[src/rtl/rvh_l1d_mshr_file_if.sv]
// Allocation, release, flush and AR request signals of one L1D bank MSHR file.
// slave: the MSHR file itself. master: the s2 miss pipeline / MLFB / NoC side.
interface rvh_l1d_mshr_file_if #(
  parameter int N_ENTRY     = 8,
  parameter int LINE_ADDR_W = 34
);
  localparam int ID_W = $clog2(N_ENTRY);

  logic                   alloc_vld_i;
  logic                   alloc_rdy_o;
  logic [LINE_ADDR_W-1:0] alloc_line_addr_i;
  logic                   alloc_is_load_i;
  logic                   alloc_no_fetch_i;
  logic [ID_W-1:0]        alloc_id_o;
  logic                   alloc_merge_o;
  logic                   dealloc_vld_i;
  logic [ID_W-1:0]        dealloc_id_i;
  logic                   rob_flush_i;
  logic                   ar_vld_o;
  logic                   ar_rdy_i;
  logic [ID_W-1:0]        ar_id_o;
  logic [1:0]             ar_bid_o;
  logic [LINE_ADDR_W-1:0] ar_addr_o;
  logic [N_ENTRY-1:0]     entry_vld_o;
  logic [N_ENTRY-1:0]     entry_sent_o;
  logic [N_ENTRY-1:0]     entry_no_resp_o;
  logic [ID_W:0]          free_cnt_o;

  modport slave (
    input  alloc_vld_i, alloc_line_addr_i, alloc_is_load_i, alloc_no_fetch_i,
    input  dealloc_vld_i, dealloc_id_i, rob_flush_i, ar_rdy_i,
    output alloc_rdy_o, alloc_id_o, alloc_merge_o,
    output ar_vld_o, ar_id_o, ar_bid_o, ar_addr_o,
    output entry_vld_o, entry_sent_o, entry_no_resp_o, free_cnt_o
  );

  modport master (
    output alloc_vld_i, alloc_line_addr_i, alloc_is_load_i, alloc_no_fetch_i,
    output dealloc_vld_i, dealloc_id_i, rob_flush_i, ar_rdy_i,
    input  alloc_rdy_o, alloc_id_o, alloc_merge_o,
    input  ar_vld_o, ar_id_o, ar_bid_o, ar_addr_o,
    input  entry_vld_o, entry_sent_o, entry_no_resp_o, free_cnt_o
  );
endinterface

[src/rtl/rvh_l1d_mshr_file.sv]
// Miss-status holding register file for one L1D bank.
// Lowest-free-index allocation, per-entry FREE/PEND/SENT/HOLD FSM, oldest-first
// AR issue through an id FIFO with an optional idle gap, and load no_resp
// marking on ROB flush.
// Optional feature: define RVH_L1D_MSHR_MERGE_EN to merge a miss into an
// existing non-FREE entry with the same line address instead of allocating.
module rvh_l1d_mshr_file #(
  parameter int N_ENTRY     = 8,
  parameter int ID_W        = $clog2(N_ENTRY),
  parameter int LINE_ADDR_W = 34,
  parameter int BANK_ID     = 0,
  parameter int ISSUE_GAP   = 1
) (
  input  logic               clk,
  input  logic               rst,
  rvh_l1d_mshr_file_if.slave bus
);

  typedef enum logic [1:0] {
    ST_FREE = 2'd0,
    ST_PEND = 2'd1,
    ST_SENT = 2'd2,
    ST_HOLD = 2'd3
  } entry_state_e;

  localparam logic [ID_W:0] LP_N_ENTRY = (ID_W+1)'(N_ENTRY);
  localparam logic          LP_GAP     = (ISSUE_GAP != 0);
  localparam logic [1:0]    LP_BID     = (BANK_ID % 2 == 1) ? 2'b01 : 2'b00;

  entry_state_e           r_state     [N_ENTRY];
  entry_state_e           w_state_nxt [N_ENTRY];
  logic [LINE_ADDR_W-1:0] r_addr      [N_ENTRY];
  logic [N_ENTRY-1:0]     r_is_load;
  logic [N_ENTRY-1:0]     r_no_resp;
  logic [N_ENTRY-1:0]     w_no_resp_nxt;

  logic [ID_W-1:0]        r_fifo      [N_ENTRY];
  logic [ID_W-1:0]        r_head;
  logic [ID_W-1:0]        r_tail;
  logic [ID_W:0]          r_fifo_cnt;
  logic                   r_gap;
  logic [ID_W:0]          r_free_cnt;

  logic [N_ENTRY-1:0]     w_free_vec;
  logic [N_ENTRY-1:0]     w_sent_vec;
  logic [ID_W-1:0]        w_free_id;
  logic                   w_merge;
  logic                   w_alloc_fire;
  logic                   w_dealloc_ok;
  logic [ID_W-1:0]        w_head_id;
  logic                   w_fifo_empty;
  logic                   w_head_pend;
  logic                   w_stale_pop;
  logic                   w_ar_fire;
  logic                   w_push;
  logic                   w_pop;
  logic                   w_head_dealloc;

  // Per-entry status vectors and the lowest FREE index, from registered state only.
  always_comb begin
    // NOTE: every always_comb output gets a default first so no path leaves it unassigned (no latch).
    w_free_vec = '0;
    w_sent_vec = '0;
    w_free_id  = '0;
    for (int i = 0; i < N_ENTRY; i++) begin
      w_free_vec[i] = (r_state[i] == ST_FREE);
      w_sent_vec[i] = (r_state[i] == ST_SENT);
    end
    for (int i = N_ENTRY - 1; i >= 0; i--) begin
      if (w_free_vec[i]) w_free_id = ID_W'(i);
    end
  end

`ifdef RVH_L1D_MSHR_MERGE_EN
  logic [N_ENTRY-1:0] w_match_vec;
  logic [ID_W-1:0]    w_match_id;
  logic               w_merge_fire;

  // Find a live entry already tracking the requested line.
  always_comb begin
    w_match_vec = '0;
    w_match_id  = '0;
    for (int i = 0; i < N_ENTRY; i++) begin
      w_match_vec[i] = (r_state[i] != ST_FREE) && (r_addr[i] == bus.alloc_line_addr_i);
    end
    for (int i = N_ENTRY - 1; i >= 0; i--) begin
      if (w_match_vec[i]) w_match_id = ID_W'(i);
    end
  end

  assign w_merge        = bus.alloc_vld_i & (|w_match_vec);
  assign w_merge_fire   = w_merge & bus.alloc_rdy_o;
  assign bus.alloc_id_o = w_merge ? w_match_id : w_free_id;
`else
  assign w_merge        = 1'b0;
  assign bus.alloc_id_o = w_free_id;
`endif

  assign bus.alloc_merge_o = w_merge;
  assign bus.alloc_rdy_o   = (r_free_cnt != '0);
  assign w_alloc_fire      = bus.alloc_vld_i & bus.alloc_rdy_o & ~w_merge;
  assign w_dealloc_ok      = bus.dealloc_vld_i & (r_state[bus.dealloc_id_i] != ST_FREE);

  // Issue side: the FIFO head drives AR; a head that is no longer PEND is dropped silently.
  assign w_head_id      = r_fifo[r_head];
  assign w_fifo_empty   = (r_fifo_cnt == '0);
  assign w_head_pend    = (r_state[w_head_id] == ST_PEND);
  assign w_stale_pop    = ~w_fifo_empty & ~w_head_pend;
  assign bus.ar_vld_o   = ~w_fifo_empty & w_head_pend & ~r_gap;
  assign bus.ar_id_o    = w_head_id;
  assign bus.ar_addr_o  = r_addr[w_head_id];
  assign bus.ar_bid_o   = LP_BID;
  assign w_ar_fire      = bus.ar_vld_o & bus.ar_rdy_i;
  assign w_push         = w_alloc_fire & ~bus.alloc_no_fetch_i;
  assign w_pop          = w_ar_fire | w_stale_pop;
  assign w_head_dealloc = bus.dealloc_vld_i & (bus.dealloc_id_i == w_head_id);

  assign bus.entry_vld_o     = ~w_free_vec;
  assign bus.entry_sent_o    = w_sent_vec;
  assign bus.entry_no_resp_o = r_no_resp;
  assign bus.free_cnt_o      = r_free_cnt;

  // Next state of every entry FSM and its no_resp flag.
  always_comb begin
    w_no_resp_nxt = r_no_resp;
    for (int i = 0; i < N_ENTRY; i++) begin
      w_state_nxt[i] = r_state[i];
      case (r_state[i])
        ST_FREE: if (w_alloc_fire && bus.alloc_id_o == ID_W'(i))
                   w_state_nxt[i] = bus.alloc_no_fetch_i ? ST_HOLD : ST_PEND;
        ST_PEND: if (w_ar_fire && w_head_id == ID_W'(i))
                   w_state_nxt[i] = ST_SENT;
        default: ;
      endcase
      if (bus.dealloc_vld_i && bus.dealloc_id_i == ID_W'(i) && r_state[i] != ST_FREE)
        w_state_nxt[i] = ST_FREE;

      if (bus.rob_flush_i && r_state[i] != ST_FREE && r_is_load[i])
        w_no_resp_nxt[i] = 1'b1;
`ifdef RVH_L1D_MSHR_MERGE_EN
      if (w_merge_fire && bus.alloc_is_load_i && w_match_id == ID_W'(i))
        w_no_resp_nxt[i] = 1'b0;
`endif
      if (w_alloc_fire && bus.alloc_id_o == ID_W'(i))
        w_no_resp_nxt[i] = 1'b0;
    end
  end

  // Control state: entry FSMs, no_resp, FIFO pointers, gap counter, free count.
  always_ff @(posedge clk) begin
    // NOTE: sequential state uses non-blocking assignments so every register samples pre-edge values.
    if (!rst) begin
      for (int i = 0; i < N_ENTRY; i++) r_state[i] <= ST_FREE;
      r_no_resp  <= '0;
      r_head     <= '0;
      r_tail     <= '0;
      r_fifo_cnt <= '0;
      r_gap      <= 1'b0;
      r_free_cnt <= LP_N_ENTRY;
    end else begin
      for (int i = 0; i < N_ENTRY; i++) r_state[i] <= w_state_nxt[i];
      r_no_resp  <= w_no_resp_nxt;
      if (w_push) r_tail <= r_tail + 1'b1;
      if (w_pop)  r_head <= r_head + 1'b1;
      r_fifo_cnt <= r_fifo_cnt + (ID_W+1)'(w_push) - (ID_W+1)'(w_pop);
      r_gap      <= w_ar_fire ? LP_GAP : 1'b0;
      r_free_cnt <= r_free_cnt - (ID_W+1)'(w_alloc_fire) + (ID_W+1)'(w_dealloc_ok);
    end
  end

  // Entry payload and FIFO storage, written only on allocation.
  always_ff @(posedge clk) begin
    // NOTE: storage arrays are not reset; valid state alone decides whether their contents are used.
    if (w_alloc_fire) begin
      r_addr[bus.alloc_id_o]    <= bus.alloc_line_addr_i;
      r_is_load[bus.alloc_id_o] <= bus.alloc_is_load_i;
    end
    if (w_push) r_fifo[r_tail] <= bus.alloc_id_o;
  end

`ifndef SYNTHESIS
  logic                   r_chk_hold;
  logic [ID_W-1:0]        r_chk_id;
  logic [LINE_ADDR_W-1:0] r_chk_addr;

  // Protocol checks: grant only FREE entries, no FIFO overflow, stable AR payload while stalled.
  always_ff @(posedge clk) begin
    if (!rst) begin
      r_chk_hold <= 1'b0;
    end else begin
      r_chk_hold <= bus.ar_vld_o & ~bus.ar_rdy_i & ~w_head_dealloc;
      r_chk_id   <= bus.ar_id_o;
      r_chk_addr <= bus.ar_addr_o;
      if (w_alloc_fire) assert (w_free_vec[bus.alloc_id_o]);
      if (w_push && !w_pop) assert (r_fifo_cnt != LP_N_ENTRY);
      if (r_chk_hold) assert (bus.ar_vld_o && bus.ar_id_o == r_chk_id && bus.ar_addr_o == r_chk_addr);
    end
  end
`endif

endmodule
[src/flat_wrapper.sv]
// flat-port wrapper written by rule: the top's interface ports become plain ports
module rvh_l1d_mshr_file_flat 
#(
  parameter int N_ENTRY     = 8,
  parameter int ID_W        = $clog2(N_ENTRY),
  parameter int LINE_ADDR_W = 34,
  parameter int BANK_ID     = 0,
  parameter int ISSUE_GAP   = 1
)
  (clk, rst, bus_alloc_vld_i, bus_alloc_line_addr_i, bus_alloc_is_load_i, bus_alloc_no_fetch_i, bus_dealloc_vld_i, bus_dealloc_id_i, bus_rob_flush_i, bus_ar_rdy_i, bus_alloc_rdy_o, bus_alloc_id_o, bus_alloc_merge_o, bus_ar_vld_o, bus_ar_id_o, bus_ar_bid_o, bus_ar_addr_o, bus_entry_vld_o, bus_entry_sent_o, bus_entry_no_resp_o, bus_free_cnt_o);
  rvh_l1d_mshr_file_if #(.N_ENTRY(N_ENTRY), .LINE_ADDR_W(LINE_ADDR_W)) bus_i ();
  input  logic clk;
  input  logic rst;
  input wire logic [$bits(bus_i.alloc_vld_i)-1:0] bus_alloc_vld_i;
  input wire logic [$bits(bus_i.alloc_line_addr_i)-1:0] bus_alloc_line_addr_i;
  input wire logic [$bits(bus_i.alloc_is_load_i)-1:0] bus_alloc_is_load_i;
  input wire logic [$bits(bus_i.alloc_no_fetch_i)-1:0] bus_alloc_no_fetch_i;
  input wire logic [$bits(bus_i.dealloc_vld_i)-1:0] bus_dealloc_vld_i;
  input wire logic [$bits(bus_i.dealloc_id_i)-1:0] bus_dealloc_id_i;
  input wire logic [$bits(bus_i.rob_flush_i)-1:0] bus_rob_flush_i;
  input wire logic [$bits(bus_i.ar_rdy_i)-1:0] bus_ar_rdy_i;
  output wire logic [$bits(bus_i.alloc_rdy_o)-1:0] bus_alloc_rdy_o;
  output wire logic [$bits(bus_i.alloc_id_o)-1:0] bus_alloc_id_o;
  output wire logic [$bits(bus_i.alloc_merge_o)-1:0] bus_alloc_merge_o;
  output wire logic [$bits(bus_i.ar_vld_o)-1:0] bus_ar_vld_o;
  output wire logic [$bits(bus_i.ar_id_o)-1:0] bus_ar_id_o;
  output wire logic [$bits(bus_i.ar_bid_o)-1:0] bus_ar_bid_o;
  output wire logic [$bits(bus_i.ar_addr_o)-1:0] bus_ar_addr_o;
  output wire logic [$bits(bus_i.entry_vld_o)-1:0] bus_entry_vld_o;
  output wire logic [$bits(bus_i.entry_sent_o)-1:0] bus_entry_sent_o;
  output wire logic [$bits(bus_i.entry_no_resp_o)-1:0] bus_entry_no_resp_o;
  output wire logic [$bits(bus_i.free_cnt_o)-1:0] bus_free_cnt_o;
  assign bus_i.alloc_vld_i = bus_alloc_vld_i;
  assign bus_i.alloc_line_addr_i = bus_alloc_line_addr_i;
  assign bus_i.alloc_is_load_i = bus_alloc_is_load_i;
  assign bus_i.alloc_no_fetch_i = bus_alloc_no_fetch_i;
  assign bus_i.dealloc_vld_i = bus_dealloc_vld_i;
  assign bus_i.dealloc_id_i = bus_dealloc_id_i;
  assign bus_i.rob_flush_i = bus_rob_flush_i;
  assign bus_i.ar_rdy_i = bus_ar_rdy_i;
  assign bus_alloc_rdy_o = bus_i.alloc_rdy_o;
  assign bus_alloc_id_o = bus_i.alloc_id_o;
  assign bus_alloc_merge_o = bus_i.alloc_merge_o;
  assign bus_ar_vld_o = bus_i.ar_vld_o;
  assign bus_ar_id_o = bus_i.ar_id_o;
  assign bus_ar_bid_o = bus_i.ar_bid_o;
  assign bus_ar_addr_o = bus_i.ar_addr_o;
  assign bus_entry_vld_o = bus_i.entry_vld_o;
  assign bus_entry_sent_o = bus_i.entry_sent_o;
  assign bus_entry_no_resp_o = bus_i.entry_no_resp_o;
  assign bus_free_cnt_o = bus_i.free_cnt_o;
  rvh_l1d_mshr_file #(.N_ENTRY(N_ENTRY), .ID_W(ID_W), .LINE_ADDR_W(LINE_ADDR_W), .BANK_ID(BANK_ID), .ISSUE_GAP(ISSUE_GAP)) u_core (.clk(clk), .rst(rst), .bus(bus_i));
endmodule
[config.mk]
export PLATFORM = sky130hd
export DESIGN_NAME = rvh_l1d_mshr_file_flat
export DESIGN_NICKNAME = d
export VERILOG_FILES = /design/src/rtl/rvh_l1d_mshr_file_if.sv /design/src/rtl/rvh_l1d_mshr_file.sv /design/src/flat_wrapper.sv
export SDC_FILE = /design/constraint.sdc
export NUM_CORES = 1
export LEC_CHECK = 0
export BUFFER_PORTS_ARGS = -buffer_cell sky130_fd_sc_hd__buf_4
export CAP_MARGIN = 20
export CORE_MARGIN = 4
export CORE_UTILIZATION = 54
export DETAILED_ROUTE_END_ITERATION = 10
export PLACE_DENSITY = 0.77
export SYNTH_ARGS = -nofsm -noshare
export SYNTH_HDL_FRONTEND = slang
export SYNTH_SLANG_ARGS = --single-unit
[constraint.sdc]
create_clock -name clk -period 5 [get_ports clk]
set_input_delay 0.5 -clock clk [delete_from_list [all_inputs] [get_ports clk]]
set_output_delay 0.5 -clock clk [all_outputs]
set_load 0.005 [all_outputs]
==> flow_summary.ini <==
[setup_path]
reg2reg_depth = 15
timing.critical_path.arrival_ps = 3850
crit_type = flip-flop to output pin
endpoint_kind = output pin
crit_chain = mux4_2 > mux2i_4 > inv_4 > buf_4 > buf_4 > nand2_1 > nand3_1 > o21ai_0 > o21ai_0 > buf_4
cp-start-kind = flip-flop
crit_slowest_cell = buf_4
critPathMaxStageDelay_ps = 750
r2r_setup_slack_ps = 980
crit_path_frequent_cell = buf_4
crit_required_ps = 4500
path_max_fanout = 81

[floorplanning]
initial_core_util_pct = 55.5
ioPinCount = 118
row_count = 58
fp.dieH_um = 170
core_mm2 = 0.0255
dieArea_mm2 = 0.0288
die_x_um = 170

[grt]
grt_pass1_wl_mm = 49.1
grt_pass1_vias = 9214
antenna_found_initial = 0
track_usage_pct = 21.6
grt_max_degree = 104
grt.overflow.total = 0

[cts]
cts_setup_buffers = 0
clkTransAtPathRegs_ps = 60
cts_buffer_depth = 3
cts_root_buf = clkbuf_16
cts_resized = 0
clock-sinks = 346
cts_buffers = 36
clk_latency_ps = 510
htree_levels = 2
cts_tree = yes
postCtsHoldBufs = 0

[sta]
worst_clock_skew_ps = 17.4
rsz0062_at_grt = false
tns_ps = 0
min_period_ps = 4350
finalHoldViolations = 0
maxSlewViolCount = 0
fmax_mhz = 230
period_share_pct = 87.0
max_slew_margin_pct = 27.4
worstMarginPinSlew_ps = 1090
finalSetupViolCount = 0

[route]
postRouteAntennaNets = 0
first_iter_violations = 789
avgRoutedWirePerCell_um = 19.0
routed_wl_mm = 31.2
drcViolationCount = 0
dr.pass1.iters = 5
vias_per_cell = 5.65
vias = 9262

[power]
clockPowerShare_pct = 27.6
p_leak_nw = 6.18
switching_share_pct = 33.8
internal_power_mw = 6.15
p_per_area_mw_per_mm2 = 563
power.share.sequential_pct = 37.2
power_mw = 9.30
p_comb_share_pct = 35.3
vdd_drop_max_mv = 0.377
p_sw_mw = 3.15

[final_layout]
drive_gt1_share_pct = 16.1
n_antenna_cell = 0
synthToLayoutAreaGrowth_pct = 16.9
layout.cells.non_filler = 1638
nets = 1340

[logic_synthesis]
yosys.cell_count.top_type = nand2_1
synth_area_mm2 = 0.0141
synth-seq-cells = 346
postSynthAreaPerCell_um2 = 12.1
synth_seq_area_share_pct = 70.5
yosysTopAreaCell = edfxtp_1
synthTopCellsByCount = 326 x nand2_1, 304 x edfxtp_1, 138 x nand3_1, 72 x o21ai_0, 48 x clkbuf_1
synth_top_area_share_pct = 64.6
syn_inst = 1172
yosysUniqueCellTypes = 53
ys_async_sr_fraction_pct = 0
yosysWarnings = 0
synth_edf_count = 304
yosys-top-cells-area = edfxtp_1 65%, nand2_1 8.7%, dfxtp_1 5.9%, nand3_1 4.9%, o21ai_0 2.5%
synth_ff_type = edfxtp_1

[worst_hold_path]
min_path_cells = 1
hp-class = input port to flip-flop

[placement]
hpwl_mm = 17.5
gp_congestion = 0.860
port_buffers = 114
dp_cells = 1572

[outcome]
status = finished clean

[flow_run]
cap_violations = 0
==> path summary, 6_finish.rpt <==
check	start	endpoint
setup / recovery	flip-flop	bus_ar_addr_o[4]
hold reg to reg	u_core.r_head[2]	u_core.r_head[2]
hold / removal	bus_alloc_line_addr_i[22]	u_core.r_addr[5][22]
setup reg to reg	flip-flop	u_core.r_fifo_cnt[2]
==> cells by family (layout without fill, tap and decap cells) <==
logic type	Yosys count	after routing	synth area share, %
xor gates and xnor gates	6	6	0.372
adders and majority gates	14	14	1.35
muxes	17	17	2.04
other	1	3	0.0265
buffers and inverters	99	233	2.74
AOI/OAI and AO/OA	130	130	5.63
DFF	346	346	70.5
and+or+nand+nor	559	559	17.3
==> layer usage <==
metal | up-vias | global-route usage (%) | share of wire (%) | wire length (um)
li1 | 4386 | - | - | -
met1 | 4513 | 29.2 | 42 | 13100
met2 | 328 | 36.1 | 49 | 15300
met3 | 35 | 4.33 | 7.4 | 2300
met4 | 0 | 5.99 | 1.5 | 470
met5 | - | 0 | 0 | 0
==> cells in the final DEF (no fill, tap or decap), types with 12 or more instances in the layout <==
master and count:
a31oi_1 12, clkbuf_16 38, nand3_1 138, ha_1 12, buf_4 133, o21ai_0 72
edfxtp_1 304, nor2_1 26, nand2_1 326, dfxtp_1 42, inv_1 31, nand2b_1 13
==> sequential cells by signal (all words and copies together), names as in the netlist, named ones only <==
| signal | flops |
|---|---|
| u_core.r_addr | 272 |
| u_core.r_fifo | 24 |
| u_core.r_state | 16 |
| u_core.bus.entry_no_resp_o | 8 |
| u_core.r_is_load | 8 |
| u_core.bus.free_cnt_o | 4 |
| u_core.r_fifo_cnt | 4 |
| u_core.r_head | 3 |
| u_core.r_tail | 3 |
| u_core.r_gap | 1 |
==> cell type report <==
cell class / count / area, um^2
clock inverters: 17 / 139
clock buffers: 48 / 1010
inverters: 35 / 134
multi-input cells: 729 / 3860
repair buffers: 133 / 998
well taps: 330 / 413
flip-flops and latches: 346 / 9970
fillers: 1861 / 8950
==> critical path, delay by kind of cell, from the launching register on <==
family / cells / cell delay [ps]
AOI/OAI and AO/OA: 2 / 480
buffers and inverters: 4 / 1540
DFF: 1 / 570
muxes: 2 / 470
and+or+nand+nor: 2 / 220
==> through the flow <==
stage / instance area (um^2) / util, % / hold WS [ps] / setup slack, ps
global route: 16500 / 64.9 / 202 / 333
global placement: 15400 / 60.3 / 473 / 1130
detailed placement: 15400 / 60.3 / 485 / 986
CTS: 16500 / 64.8 / 198 / 598
floorplan: 14200 / - / 445 / 3.90
finish: 16500 / 64.9 / 215 / 649
==> power groups by stage <==
stage	sequential, mW	clock (mW)	combinational [mW]
after floorplan	3.49	0	2.03
after global placement	3.51	0	3.21
after detailed placement	3.52	0	3.29
after CTS	3.46	2.60	3.31
after global routing	3.47	2.72	3.67
final	3.46	2.57	3.28
No activity file was read; power rests on OpenSTA's default activity.
